[config.mk]
export PLATFORM = sky130hd
export DESIGN_NAME = fp_norm_round_flat
export DESIGN_NICKNAME = d
export VERILOG_FILES = /design/src/rtl/fp_norm_round_if.sv /design/src/rtl/fp_norm_round.sv /design/src/flat_wrapper.sv
export SDC_FILE = /design/constraint.sdc
export NUM_CORES = 1
export LEC_CHECK = 0
export CAP_MARGIN = 15
export CORE_UTILIZATION = 40
export DETAILED_ROUTE_END_ITERATION = 10
export PLACE_DENSITY = 0.72
export SETUP_SLACK_MARGIN = 0.4
export SYNTH_ARGS = -nofsm -noshare
export SYNTH_HDL_FRONTEND = slang
export SYNTH_SLANG_ARGS = --single-unit
[constraint.sdc]
create_clock -name clk -period 2.3 [get_ports clk]
set_input_delay 0.69 -clock clk [delete_from_list [all_inputs] [get_ports clk]]
set_output_delay 0.69 -clock clk [all_outputs]
set_load 0.005 [all_outputs]
[src/rtl/fp_norm_round_if.sv]
// Bundle and result signals between the arithmetic front end and the
// normalize/round/pack stage.
interface fp_norm_round_if #(
  parameter int EXP_W = 8,
  parameter int MAN_W = 23
);
  logic                   in_valid;
  logic                   s_r;
  logic [EXP_W+1:0]       exp_in;
  logic [2*MAN_W+1:0]     mant_in;
  logic                   is_nan;
  logic                   is_inf;
  logic                   is_zero;
  logic [EXP_W+MAN_W:0]   result;
  logic                   out_valid;
  logic                   overflow;
  logic                   underflow;
  logic                   inexact;

  modport master (
    output in_valid, s_r, exp_in, mant_in, is_nan, is_inf, is_zero,
    input  result, out_valid, overflow, underflow, inexact
  );

  modport slave (
    input  in_valid, s_r, exp_in, mant_in, is_nan, is_inf, is_zero,
    output result, out_valid, overflow, underflow, inexact
  );
endinterface

[src/rtl/fp_norm_round.sv]
// Two-stage normalize / round-to-nearest-even / pack for single precision,
// with overflow to infinity and flush-to-zero on underflow.
module fp_norm_round #(
  parameter int EXP_W = 8,
  parameter int MAN_W = 23
) (
  input  logic             clk,
  input  logic             arst,
  input  logic             en,
  fp_norm_round_if.slave   bus
);
  localparam int N  = 2*MAN_W + 1;
  localparam int XW = EXP_W + 3;
  localparam logic [XW-1:0] EXP_MAX = XW'((1 << EXP_W) - 1);

  // Stage 1 registers
  logic                 s1_valid;
  logic                 s1_sign;
  logic signed [XW-1:0] s1_exp;
  logic [MAN_W:0]       s1_kept;
  logic                 s1_guard;
  logic                 s1_sticky;
  logic                 s1_nan;
  logic                 s1_inf;
  logic                 s1_zero;

  logic signed [XW-1:0] exp_ext;
  logic signed [XW-1:0] exp_n;
  logic [MAN_W:0]       kept_n;
  logic                 guard_n;
  logic                 sticky_n;
  logic                 zero_n;

  always_comb begin
    exp_ext  = {bus.exp_in[EXP_W+1], bus.exp_in};
    exp_n    = exp_ext;
    kept_n   = '0;
    guard_n  = 1'b0;
    sticky_n = 1'b0;
    zero_n   = bus.is_zero;
    if (bus.mant_in[N]) begin
      // Right shift: the bit falling off the bottom merges into sticky.
      kept_n   = bus.mant_in[N:N-MAN_W];
      guard_n  = bus.mant_in[N-MAN_W-1];
      sticky_n = |bus.mant_in[N-MAN_W-2:0];
      exp_n    = exp_ext + XW'(1);
    end else if (bus.mant_in[N-1]) begin
      kept_n   = bus.mant_in[N-1:N-1-MAN_W];
      guard_n  = bus.mant_in[N-2-MAN_W];
      sticky_n = |bus.mant_in[N-3-MAN_W:0];
    end else if (bus.mant_in[N-2]) begin
      kept_n   = bus.mant_in[N-2:N-2-MAN_W];
      guard_n  = bus.mant_in[N-3-MAN_W];
      sticky_n = |bus.mant_in[N-4-MAN_W:0];
      exp_n    = exp_ext - XW'(1);
    end else begin
      zero_n   = 1'b1;
    end
  end

  always_ff @(posedge clk) begin
    if (arst) begin
      s1_valid  <= 1'b0;
      s1_sign   <= 1'b0;
      s1_exp    <= '0;
      s1_kept   <= '0;
      s1_guard  <= 1'b0;
      s1_sticky <= 1'b0;
      s1_nan    <= 1'b0;
      s1_inf    <= 1'b0;
      s1_zero   <= 1'b0;
    end else if (en) begin
      s1_valid  <= bus.in_valid;
      s1_sign   <= bus.s_r;
      s1_exp    <= exp_n;
      s1_kept   <= kept_n;
      s1_guard  <= guard_n;
      s1_sticky <= sticky_n;
      s1_nan    <= bus.is_nan;
      s1_inf    <= bus.is_inf;
      s1_zero   <= zero_n;
    end
  end

  logic                 round_up;
  logic [MAN_W+1:0]     rounded;
  logic [MAN_W-1:0]     frac;
  logic signed [XW-1:0] exp_r;
  logic [EXP_W+MAN_W:0] res_n;
  logic                 ovf_n;
  logic                 unf_n;
  logic                 inx_n;

  always_comb begin
    round_up = s1_guard & (s1_sticky | s1_kept[0]);
    rounded  = {1'b0, s1_kept} + (MAN_W+2)'(round_up);
    frac     = rounded[MAN_W-1:0];
    exp_r    = s1_exp;
    res_n    = '0;
    ovf_n    = 1'b0;
    unf_n    = 1'b0;
    inx_n    = 1'b0;
    if (rounded[MAN_W+1]) begin
      frac  = rounded[MAN_W:1];
      exp_r = s1_exp + XW'(1);
    end
    if (s1_nan) begin
      res_n = {1'b0, {EXP_W{1'b1}}, 1'b1, {(MAN_W-1){1'b0}}};
    end else if (s1_inf) begin
      res_n = {s1_sign, {EXP_W{1'b1}}, {MAN_W{1'b0}}};
    end else if (s1_zero) begin
      res_n = {s1_sign, {(EXP_W+MAN_W){1'b0}}};
    end else if (!exp_r[XW-1] && exp_r >= EXP_MAX) begin
      res_n = {s1_sign, {EXP_W{1'b1}}, {MAN_W{1'b0}}};
      ovf_n = 1'b1;
      inx_n = 1'b1;
    end else if (exp_r[XW-1] || exp_r == '0) begin
      res_n = {s1_sign, {(EXP_W+MAN_W){1'b0}}};
      unf_n = 1'b1;
      inx_n = 1'b1;
    end else begin
      res_n = {s1_sign, exp_r[EXP_W-1:0], frac};
      inx_n = s1_guard | s1_sticky;
    end
  end

  always_ff @(posedge clk) begin
    if (arst) begin
      bus.result    <= '0;
      bus.out_valid <= 1'b0;
      bus.overflow  <= 1'b0;
      bus.underflow <= 1'b0;
      bus.inexact   <= 1'b0;
    end else if (en) begin
      bus.result    <= res_n;
      bus.out_valid <= s1_valid;
      bus.overflow  <= ovf_n;
      bus.underflow <= unf_n;
      bus.inexact   <= inx_n;
    end
  end
endmodule
[src/flat_wrapper.sv]
// flat-port wrapper written by rule: the top's interface ports become plain ports
module fp_norm_round_flat 
#(
  parameter int EXP_W = 8,
  parameter int MAN_W = 23
)
  (clk, arst, en, bus_in_valid, bus_s_r, bus_exp_in, bus_mant_in, bus_is_nan, bus_is_inf, bus_is_zero, bus_result, bus_out_valid, bus_overflow, bus_underflow, bus_inexact);
  fp_norm_round_if #(.EXP_W(EXP_W), .MAN_W(MAN_W)) bus_i ();
  input  logic clk;
  input  logic arst;
  input  logic en;
  input wire logic [$bits(bus_i.in_valid)-1:0] bus_in_valid;
  input wire logic [$bits(bus_i.s_r)-1:0] bus_s_r;
  input wire logic [$bits(bus_i.exp_in)-1:0] bus_exp_in;
  input wire logic [$bits(bus_i.mant_in)-1:0] bus_mant_in;
  input wire logic [$bits(bus_i.is_nan)-1:0] bus_is_nan;
  input wire logic [$bits(bus_i.is_inf)-1:0] bus_is_inf;
  input wire logic [$bits(bus_i.is_zero)-1:0] bus_is_zero;
  output wire logic [$bits(bus_i.result)-1:0] bus_result;
  output wire logic [$bits(bus_i.out_valid)-1:0] bus_out_valid;
  output wire logic [$bits(bus_i.overflow)-1:0] bus_overflow;
  output wire logic [$bits(bus_i.underflow)-1:0] bus_underflow;
  output wire logic [$bits(bus_i.inexact)-1:0] bus_inexact;
  assign bus_i.in_valid = bus_in_valid;
  assign bus_i.s_r = bus_s_r;
  assign bus_i.exp_in = bus_exp_in;
  assign bus_i.mant_in = bus_mant_in;
  assign bus_i.is_nan = bus_is_nan;
  assign bus_i.is_inf = bus_is_inf;
  assign bus_i.is_zero = bus_is_zero;
  assign bus_result = bus_i.result;
  assign bus_out_valid = bus_i.out_valid;
  assign bus_overflow = bus_i.overflow;
  assign bus_underflow = bus_i.underflow;
  assign bus_inexact = bus_i.inexact;
  fp_norm_round #(.EXP_W(EXP_W), .MAN_W(MAN_W)) u_core (.clk(clk), .arst(arst), .en(en), .bus(bus_i));
endmodule
==> flow_metrics.env <==
export IMPL_yosys_area_top_type="dfxtp_1"
export IMPL_leakagePower_nw=3.236
export IMPL_synth_ff_type="dfxtp_1"
export IMPL_vias=4651
export IMPL_drtPass1Iterations=5
export IMPL_synthCells=564
export IMPL_cp_max_fo=4
export IMPL_ant_nets=0
export IMPL_worst_clock_skew_ns=0.01067
export IMPL_final_period_utilization=1.027
export IMPL_status="complete, but fails checks"
export IMPL_syn_cell_area_sq_mm=0.004576
export IMPL_hold_viol_final=0
export IMPL_synth_edf_count=0
export IMPL_muxShareOfSynthArea=0.09188
export IMPL_grtUsageMet1=0.2978
export IMPL_synth_compound_area_frac=0.1859
export IMPL_worst_pin_slew_ns=0.3865
export IMPL_synthSimpleGateAreaFrac=0.2521
export IMPL_htree_levels=3
export IMPL_drc=0
export IMPL_path_class="reg2reg"
export IMPL_met2_usage=0.3913
export IMPL_yosysSeqAreaShare=0.3413
export IMPL_drtIter0Drc=240
export IMPL_slew_headroom=0.7423
export IMPL_initial_core_util=0.4166
export IMPL_drt_wl_total_um=13170
export IMPL_hold_class="reg2reg"
export IMPL_violations="setup timing"
export IMPL_post_drt_via_cell_ratio=5.352
export IMPL_finalPower_w=0.004201
export IMPL_clk_pin_slew_ns=0.06
export IMPL_period_needed_ns=2.362
export IMPL_cts_tree="built"
export IMPL_crit_path_end_kind="flop"
export IMPL_chipWidth_um=109.0
export IMPL_wire_per_inst_um=15.15
export IMPL_final_max_slew_viol_count=0
export IMPL_synthTopCellsByArea="dfxtp_1 (34%), mux2i_1 (9.2%), nor2_1 (6.6%)"
export IMPL_yosysMostFrequentCell="nor2_1"
export IMPL_gp_congestion=0.8872
export IMPL_synthXorXnorAreaFrac=0.07110
export IMPL_placementRows=38
export IMPL_drive_gt1_frac=0.2291
export IMPL_overflow=0
export IMPL_grt_usage=0.2325
export IMPL_powerDensity_mw_per_mm2=597.0
export IMPL_ir_drop_uv=368.9
export IMPL_yosys_area_share_adder=0.01367
export IMPL_syn_to_final_growth_pct=53.79
export IMPL_fin_setup_tns_ns=-0.4526
export IMPL_ys_seq_elements=78
export IMPL_pre_cts_slack_ns=-0.4707
export IMPL_synth_warning_count=0
export IMPL_synth_common_cells="nor2_1 (80), dfxtp_1 (78), nand2_1 (66)"
export IMPL_postPlaceCellArea_sq_mm=0.006277
export IMPL_syn_num_nets=635
export IMPL_setup_violations=13
export IMPL_dp_hpwl_um=9769
export IMPL_grt_pass1_vias=4614
export IMPL_grt_start_max_net_pins=64
export IMPL_setup_ws_ns=-0.06214
export IMPL_arrival_ns=2.59
export IMPL_cts_sinks=78
export IMPL_die_area_sq_mm=0.01187
export IMPL_fmax_ghz=0.4233
export IMPL_num_io_pins=102
export IMPL_drv_cap=0
export IMPL_holdWs_ns=0.4409
export IMPL_cts_max_path_buffers=2
export IMPL_synth_top_area_share=0.3413
export IMPL_rsz0062_at_grt="yes"
export IMPL_cp_required_ns=2.53
export IMPL_root_buffer="clkbuf_16"
export IMPL_diodes=0
export IMPL_synthArstFlopShare=0
export IMPL_fillCellCount=909
export IMPL_nets=795
export IMPL_grt_use_met3=0.03945
export IMPL_port_buffers=101
export IMPL_synth_cell_types=64
export IMPL_syn_area_per_cell_sq_um=8.113
export IMPL_die_h_um=109.0
export IMPL_design_area_sq_mm=0.007037
export IMPL_clk_latency_ns=0.34
export IMPL_grt_busiest_layer="met2"
export IMPL_start_kind="flop"
export IMPL_antenna_found_initial=0
export IMPL_numCtsBuffers=9
export IMPL_synth_top_family_by_area="simple AND/OR/NAND/NOR gates"
export IMPL_core_area_sq_mm=0.01098
export IMPL_grt_pass1_wl_um=21620
[critical path: stages, from the launching register on]
cell and delay (ns):
dfxtp_4 0.34, o21a_1 0.21, ha_4 0.18, ha_4 0.15
and3_4 0.19, and4_4 0.17, buf_6 0.12, o211ai_1 0.07
o21ai_1 0.12, a31oi_4 0.24, buf_12 0.14, nand2_2 0.05
a221o_1 0.28
[per-stage QoR]
step / instances / utilization
final: 869 / 0.6407
after global routing: 869 / 0.6407
after CTS: 868 / 0.6217
after detailed placement: 848 / 0.5715
after global placement: 848 / 0.5715
after floorplan: 564 / -
[cells by family after synthesis]
group	Yosys count
buffers and inverters	45
and+or+nand+nor	235
DFF	78
xor gates and xnor gates	35
AOI/OAI and AO/OA	124
adders and majority gates	5
muxes	42
[layer usage]
layer	up-vias	routed length, um	share of wire
met2	122	6309	0.48
met3	17	586	0.044
li1	2331	-	-
met1	2181	6021	0.46
met5	-	0	0
met4	0	250	0.019
[final timing paths]
| check | start | to | slack [ns] | cells past startpoint |
|---|---|---|---|---|
| worst min-delay path | u_core.bus.result[14] | u_core.bus.result[14] | 0.44 | 2 |
| worst max register to register | u_core.s1_kept[0] | u_core.bus.inexact | -0.06 | 12 |
| worst max-delay path | u_core.s1_kept[0] | u_core.bus.inexact | -0.06 | 12 |
| worst min register to register | u_core.bus.result[14] | u_core.bus.result[14] | 0.44 | 2 |
[area by class of cell]
type                    instances  area [sq um]  area share
repair buffers                187          1782      0.2532
well taps                     140         175.2     0.02489
clock inverters                 6         180.2     0.02560
inverters                       7         26.28    0.003734
multi-input cells             441          3063      0.4353
clock buffers                  10         239.0     0.03396
flip-flops and latches         78          1572      0.2233
[state kept, by name, summed over array words and instances (netlist names)]
name	count
u_core.bus.result	32
u_core.bus.inexact	1
u_core.bus.out_valid	1
u_core.s1_valid	1
u_core.s1_kept	24
u_core.s1_nan	1
u_core.s1_sign	1
u_core.s1_inf	1
u_core.bus.overflow	1
u_core.bus.underflow	1
u_core.s1_exp	11
u_core.s1_sticky	1
u_core.s1_guard	1
u_core.s1_zero	1
[layout by cell type (no fill, tap or decap), drive strengths merged, types with 7 or more instances in the layout]
cell type | Yosys | final
buf | 13 | 91
nor2 | 81 | 81
dfxtp | 78 | 78
nand2 | 66 | 66
clkdlybuf4s50 | 0 | 57
o21ai | 55 | 55
mux2i | 42 | 42
dlymetal6s2s | 0 | 37
a22oi | 22 | 22
nand3 | 21 | 21
xnor2 | 18 | 18
xor2 | 17 | 17
nand4 | 12 | 12
and3 | 11 | 11
a211oi | 11 | 11
clkbuf | 25 | 10
nor3 | 10 | 10
a21oi | 9 | 9
inv | 7 | 7
[what timing repair did]
action	4_1_cts	5_1_grt
gates resized for setup	55	61
buffers inserted	4	1
setup endpoints to repair	71	64
hold buffers	0	0
pin swaps	17	16
[where the power goes]
part	internal [W]	switching, W	leakage, nW
registers	0.00142	0.0000490	0.642
logic	0.000385	0.000356	2.39
clock network	0.00142	0.000568	0.203
total	0.00323	0.000972	3.24
(Power assumes the default switching activity.)
